### config.mk
export PLATFORM = sky130hd
export DESIGN_NAME = pattern_dir_decoder
export DESIGN_NICKNAME = d
export VERILOG_FILES = /design/src/rtl/pattern_dir_decoder.sv
export SDC_FILE = /design/constraint.sdc
export NUM_CORES = 1
export LEC_CHECK = 0
export ABC_CLOCK_PERIOD_IN_PS = 9690
export CORE_MARGIN = 5
export CORE_UTILIZATION = 60
export DETAILED_ROUTE_END_ITERATION = 12
export DONT_BUFFER_PORTS = 1
export PLACE_DENSITY = 0.76
export SYNTH_ARGS = -nofsm -noshare
export SYNTH_HDL_FRONTEND = slang
export SYNTH_SLANG_ARGS = --single-unit
### constraint.sdc
create_clock -name clk -period 9.69 [get_ports clk]
set_input_delay 2.4225 -clock clk [delete_from_list [all_inputs] [get_ports clk]]
set_output_delay 2.4225 -clock clk [all_outputs]
set_load 0.05 [all_outputs]
### src/rtl/pattern_dir_decoder.sv
// Recovers step direction from a 5-state ring pattern code, tracks lock
// acquisition, net step position and error statistics.
module pattern_dir_decoder #(
    parameter int unsigned LOCK_LEN = 2
) (
    input  logic       clk,
    input  logic       rst,
    input  logic [2:0] q_in,
    input  logic       q_valid,
    input  logic       err_clr,
    output logic       w_out,
    output logic       w_valid,
    output logic       locked,
    output logic       err,
    output logic [7:0] step_cnt,
    output logic [7:0] err_cnt
);

    localparam int unsigned CODE_W = 3;
    localparam int unsigned RUN_W  = 4;
    localparam int unsigned CNT_W  = 8;

    typedef enum logic [1:0] {
        IDLE = 2'd0,
        ACQ  = 2'd1,
        LOCK = 2'd2
    } state_t;

    state_t             state_q, state_d;
    logic [CODE_W-1:0]  prev_q, prev_d;
    logic [RUN_W-1:0]   run_q, run_d;
    logic               w_out_q, w_out_d;
    logic               w_valid_q, w_valid_d;
    logic               locked_q, locked_d;
    logic               err_q, err_d;
    logic [CNT_W-1:0]   step_cnt_q, step_cnt_d;
    logic [CNT_W-1:0]   err_cnt_q, err_cnt_d;

    logic               code_ok;
    logic               is_fwd;
    logic               is_bwd;
    logic               err_event;
    logic [CODE_W-1:0]  prev_plus;
    logic [CODE_W-1:0]  prev_minus;
    logic [RUN_W-1:0]   run_inc;

    // State and output registers; reset discards any stored sample.
    always_ff @(posedge clk) begin
        if (rst) begin
            state_q    <= IDLE;
            prev_q     <= '0;
            run_q      <= '0;
            w_out_q    <= 1'b0;
            w_valid_q  <= 1'b0;
            locked_q   <= 1'b0;
            err_q      <= 1'b0;
            step_cnt_q <= '0;
            err_cnt_q  <= '0;
        end else begin
            state_q    <= state_d;
            prev_q     <= prev_d;
            run_q      <= run_d;
            w_out_q    <= w_out_d;
            w_valid_q  <= w_valid_d;
            locked_q   <= locked_d;
            err_q      <= err_d;
            step_cnt_q <= step_cnt_d;
            err_cnt_q  <= err_cnt_d;
        end
    end

    // Next-state, direction decode, step tracking and error accounting.
    always_comb begin
        state_d    = state_q;
        prev_d     = prev_q;
        run_d      = run_q;
        w_out_d    = w_out_q;
        w_valid_d  = 1'b0;
        step_cnt_d = step_cnt_q;
        err_d      = err_q;
        err_cnt_d  = err_cnt_q;
        err_event  = 1'b0;

        code_ok    = (q_in <= CODE_W'(4));
        prev_plus  = (prev_q == CODE_W'(4)) ? CODE_W'(0) : prev_q + CODE_W'(1);
        prev_minus = (prev_q == CODE_W'(0)) ? CODE_W'(4) : prev_q - CODE_W'(1);
        is_fwd     = (q_in == prev_plus);
        is_bwd     = (q_in == prev_minus);
        run_inc    = run_q + RUN_W'(1);

        if (q_valid) begin
            case (state_q)
                IDLE: begin
                    if (code_ok) begin
                        prev_d  = q_in;
                        run_d   = '0;
                        state_d = ACQ;
                    end else begin
                        err_event = 1'b1;
                    end
                end
                ACQ, LOCK: begin
                    if (!code_ok) begin
                        err_event = 1'b1;
                        run_d     = '0;
                        state_d   = IDLE;
                    end else if (is_fwd || is_bwd) begin
                        prev_d    = q_in;
                        w_valid_d = 1'b1;
                        w_out_d   = is_fwd;
                        if (state_q == LOCK) begin
                            step_cnt_d = is_fwd ? step_cnt_q + CNT_W'(1)
                                                : step_cnt_q - CNT_W'(1);
                        end else begin
                            run_d = run_inc;
                            if (run_inc == RUN_W'(LOCK_LEN)) begin
                                state_d    = LOCK;
                                step_cnt_d = '0;
                            end
                        end
                    end else begin
                        err_event = 1'b1;
                        prev_d    = q_in;
                        run_d     = '0;
                        state_d   = ACQ;
                    end
                end
                default: begin
                    state_d = IDLE;
                    run_d   = '0;
                end
            endcase
        end

        // A clear request wins over the old count but not over a fresh error.
        if (err_clr) begin
            err_d     = err_event;
            err_cnt_d = err_event ? CNT_W'(1) : CNT_W'(0);
        end else if (err_event) begin
            err_d = 1'b1;
            if (err_cnt_q != {CNT_W{1'b1}}) begin
                err_cnt_d = err_cnt_q + CNT_W'(1);
            end
        end

        locked_d = (state_d == LOCK);
    end

    assign w_out    = w_out_q;
    assign w_valid  = w_valid_q;
    assign locked   = locked_q;
    assign err      = err_q;
    assign step_cnt = step_cnt_q;
    assign err_cnt  = err_cnt_q;

endmodule

==> results.json <==
{
  "syn_area_sq_um": 1940,
  "cts_tree": "yes",
  "grt_max_degree": 22,
  "synth_top_area_share_pct": 29.9,
  "fin_ws_ns": 5.02,
  "dieHeight_um": 66.9,
  "n_fill_cell": 262,
  "place.gp.congestion": 0.882,
  "core_sq_um": 3080,
  "clk_pin_slew_worst_paths_ns": 0.09,
  "antenna_cells": 0,
  "drv_slew": 0,
  "drc_errors": 0,
  "dp_worst_setup_slack_ns": 4.73,
  "numClockSinks": 29,
  "synth_seq_cells": 29,
  "h-tree-depth": 2,
  "hold_path.class": "reg -> reg",
  "critPathArrivalTime_ns": 4.91,
  "critPathLaunchType": "input port",
  "end_kind": "flip-flop",
  "critPathKind": "in -> reg",
  "synth_edf_count": 0,
  "maxCapViolations": 0,
  "path_max_fanout": 19,
  "seq_area_frac_synth_pct": 29.9,
  "initial_core_util_pct": 63.0,
  "wl_per_cell_um": 14.9,
  "drt-total-wl_um": 4080,
  "synth_area_leaders": "dfxtp_1 (30%), ha_1 (9.7%), o21ai_0 (5.4%), a21oi_1 (4.6%), xnor2_1 (2.7%)",
  "layout.nets": 251,
  "antenna_found_initial": 0,
  "ioPinCount": 27,
  "drt-initial-drc-count": 151,
  "r2r_setup_slack_ns": 6.00,
  "p_per_area_nw_per_um2": 133,
  "finalSetupViolCount": 0,
  "grt_pass1_wl_um": 6950,
  "grt_use_total_pct": 20.0,
  "irDropWorstVdd_mv": 0.0989,
  "synthCells": 230,
  "dp_hpwl_um": 2970,
  "hold_viol_final": 0,
  "die_area_sq_um": 4470,
  "drive_gt1_share_pct": 8.30,
  "grt_overflow": 0,
  "synth.distinct_cells": 52,
  "worst_pin_slew_ns": 1.16,
  "grt_pass1_vias": 1598,
  "cts_max_path_buffers": 2,
  "synth_warnings": 0,
  "area_growth_syn_to_layout_pct": 4.84,
  "stdcell_count": 273,
  "num_vias": 1712,
  "clk_latency_ns": 0.34,
  "p_leak_nw": 0.765,
  "viasPerCell": 6.27,
  "multi_input_area_sq_um": 1270,
  "tns_ns": 0,
  "ys.flop_type": "dfxtp_1",
  "cts_buffers": 5,
  "synth.most_common_cell": "dfxtp_1",
  "max_slew_margin_pct": 21.7,
  "period_needed_ns": 4.67,
  "drt_first_pass_iters": 4,
  "post_synth.cell_area_avg_sq_um": 8.43,
  "register_area_sq_um": 581,
  "netlist.top_cell.by_area": "dfxtp_1",
  "cts_root_buf": "clkbuf_4",
  "skew_ns": 0.0114,
  "postCtsHoldBufs": 0,
  "post_cts_resized": 0,
  "die_x_um": 66.9,
  "num_rows": 20,
  "status": "completed",
  "worstPathRequired_ns": 9.93,
  "async_reset_ff_share_pct": 0,
  "port_buffers": 0,
  "cts_setup_buffers": 0,
  "rsz0062_at_grt": "no",
  "synth.top_cells.by_count": "dfxtp_1 (29), o21ai_0 (21), a21oi_1 (18)",
  "final_antenna_net_count": 0,
  "fin_crit_sh_pct": 48.2,
  "max_freq_mhz": 214,
  "synthesis.nets": 253,
  "dp.cells": 265
}
## metrics by stage
step	hold WS, ns	utilization (%)	cell area, sq um	power (mW)
2_1_floorplan	0.459	-	1940	0.164
3_3_place_gp	0.470	63.3	1950	0.166
3_5_place_dp	0.482	63.3	1950	0.168
4_1_cts	0.496	66.1	2030	0.272
5_1_grt	0.521	66.1	2030	0.283
6_report	0.491	66.1	2030	0.270
## kinds of logic (layout without fill, tap and decap cells)
logic type	after synthesis	count (layout)	share of synthesized area [%]
compound gates	81	81	28.6
buf+inv	21	20	4.71
mux	3	3	1.68
flops	29	29	29.9
simple gates	74	74	21.7
xor+xnor	6	6	2.71
fa+ha+maj	16	16	10.7
## per-layer routing
| layer | global-route usage, % | wire length (um) | up-vias |
|---|---|---|---|
| met3 | 7.08 | 301 | 6 |
| met5 | 0 | 0 | - |
| met4 | 7.09 | 65 | 0 |
| met2 | 33.0 | 1900 | 47 |
| li1 | - | - | 852 |
| met1 | 23.8 | 1810 | 807 |
## where the power goes
part	internal [mW]	total, mW	switching, mW
Combinational	0.0160	0.0385	0.0225
Clock	0.0616	0.104	0.0426
Sequential	0.121	0.127	0.00602
Total	0.199	0.270	0.0712
## path summary, 6_finish.rpt
check | startpoint | cells past startpoint | to
setup / recovery | q_in[2] | 9 | step_cnt[7]$_SDFFE_PP0P_
hold / removal | prev_q[1]$_SDFFE_PP0P_ | 2 | prev_q[1]$_SDFFE_PP0P_
setup reg to reg | prev_q[0]$_SDFFE_PP0P_ | 12 | step_cnt[7]$_SDFFE_PP0P_
hold reg to reg | prev_q[1]$_SDFFE_PP0P_ | 2 | prev_q[1]$_SDFFE_PP0P_
## area by class of cell
| type | count | area share (%) |
|---|---|---|
| well taps | 44 | 2.71 |
| flip-flops and latches | 29 | 28.6 |
| clock buffers | 7 | 2.71 |
| multi-input cells | 180 | 62.3 |
| inverters | 12 | 2.22 |
| clock inverters | 1 | 1.48 |
## critical path, stage by stage
cell	delay, ns
o21a_1	0.09
o211ai_2	0.65
ha_1	0.36
a21oi_1	0.20
o211ai_1	0.18
o41ai_1	0.33
xnor2_1	0.17
mux2_2	0.35
a21o_1	0.14
## sequential cells by signal, indices dropped and copies added, names as in the netlist
name	flops
state_q	2
w_out	1
run_q	4
prev_q	3
step_cnt	8
err_cnt	8
w_valid	1
err	1
locked	1
## placed cells by master, fill, tap and decap left out, drive strengths merged, types with 5 or more instances in the layout
master	synthesis	layout
nor2b	5	5
clkbuf	4	7
ha	15	15
or3	6	6
xnor2	6	6
a21oi	18	18
inv	12	12
o21a	6	6
nor3	10	10
nand3	7	7
nand2b	5	5
dfxtp	29	29
o21ai	21	21
nand2	12	12
and3	5	5
nor2	7	7
Power figures use the tool's default switching activity.
==> RTL change, RTL diff (same flow settings) <==
Encoding of `state_t`: now one-hot (3 bits for 3 states).
--- a/src/rtl/pattern_dir_decoder.sv
+++ b/src/rtl/pattern_dir_decoder.sv
@@ -22,6 +22,6 @@
 
-    typedef enum logic [1:0] {
-        IDLE = 2'd0,
-        ACQ  = 2'd1,
-        LOCK = 2'd2
+    typedef enum logic [2:0] {
+        IDLE = 3'b001,
+        ACQ  = 3'b010,
+        LOCK = 3'b100
     } state_t;
Function: no difference found for any inputs over 4 cycles, from zero or initial values and one cycle with rst high; so few cycles prove little.
==> RTL change against the unedited design <==
Power increased by 2.4%; sequential cell count increased by 1; hold slack improved by 19 ps; wire length decreased by 0.37%; global-route usage increased by 0.26 points; die area increased by 0.31%; area after synthesis increased by 0.39%; final area increased by 0.74%; setup slack improved by 290 ps.
==> RTL change: results (changes against the unedited design) <==
metric,value,unit,change
nets in the synthesized netlist,265,,+4.7%
Routed met3 length,225,µm,-25%
met2 routed WL,1.80,mm,-5.3%
critical path's top delay family,compound AO/OA/AOI/OAI gates,,
routed wire length per instance,14.1,µm,-5.6%
highest cell delay on the worst timing path,520,ps,-130 ps
post-CTS resize count,0,,unchanged
pin count of the biggest net entering global routing,24,,+9.1%
overall routing resource usage,20.3,%,+0.26 points
xor-xnor portion of the synthesized cell area,3.15,%,+0.44 points
proportion of synthesized area in mux cells,1.54,%,-0.14 points
Synth Area in Compound Gates,26.0,%,-2.6 points
worst setup slack before clock tree synthesis,4920,ps,+187 ps
crit path max fanout,14,,-5
number of distinct library cells after synthesis,54,,+3.8%
met3 layer usage reported by global route,5.23,%,-1.9 points
static leakage,0.000708,µW,-7.5%
top post-synthesis cells by area,"sky130_fd_sc_hd__dfxtp_1 31%, sky130_fd_sc_hd__ha_1 7.7%, sky130_fd_sc_hd__a21oi_1 6.4%, sky130_fd_sc_hd__nand2_1 3.9%, sky130_fd_sc_hd__nor2_1 3.3%",,
met1 WL,1.98,mm,+9.3%
global-route track usage on met2,31.7,%,-1.4 points
wire length of the first global-routing pass,7.01,mm,+0.89%
ANT cells,0,,unchanged
met1 Resource Use GR,25.9,%,+2.2 points
number of cells traversed by the worst hold path,2,,unchanged
post-synthesis adder-cell area fraction,8.74,%,-2.0 points
antenna violations before repair,0,,unchanged
Vias per Instance,5.88,,-6.2%
final RePlAce weighted congestion,0.805,,-8.7%
number of global-route vias before repair,1542,,-3.5%
number of input and output port buffers inserted,0,,unchanged
sum of net half-perimeters after detailed placement,2.91,mm,-1.9%
clock latency on the worst-skew pair,340,ps,about the same
1st-iter DRT viols,142,,-6.0%
peak supply drop,0.0000892,V,-9.8%
run status,"finished, final reports clean",,
ranking of synthesized cells by instance count,"30 x sky130_fd_sc_hd__dfxtp_1, 25 x sky130_fd_sc_hd__a21oi_1, 20 x sky130_fd_sc_hd__nand2_1",,
Layout fillers,284,,+8.4%
sequential share of the synthesized area,30.8,%,+0.91 points
max_slew headroom,44.3,%,+23 points
clock tree skew after final layout,6.38,ps,-5.01 ps
NumNets Final,264,,+5.2%
share of cells above drive strength 1,7.38,%,-0.92 points
data arrival at the endpoint of the critical path,4620,ps,-290 ps
RTL change: area by class of cell:
| cell class | count | area share (%) |
|---|---|---|
| multi-input combinational | 194 | 61.6 |
| clock inverter | 1 | 1.47 |
| sequential | 30 | 29.3 |
| tap | 44 | 2.69 |
| clock buffer | 6 | 2.50 |
| inverter | 13 | 2.38 |
RTL change: final timing paths:
path / endpoint / start / slack [ps]
worst max register to register: step_cnt[7] / prev_q[0] / 6370
worst min register to register: run_q[3] / run_q[3] / 510
worst min-delay path: run_q[3] / run_q[3] / 510
worst max-delay path: step_cnt[7] / q_in[2] / 5310
RTL change: through the flow:
stage	std cells	instance area [µm²]
after floorplan	245	1950
after global placement	281	1970
after detailed placement	281	1970
after CTS	288	2050
after global routing	288	2050
final	288	2050
RTL change: power by group:
group / internal (µW) / leakage [µW] / switching, µW
sequential: 125 / 0.000243 / 5.31
combinational: 16.9 / 0.000421 / 23.3
clock: 60.0 / 0.0000443 / 45.3
total: 202 / 0.000708 / 74.0
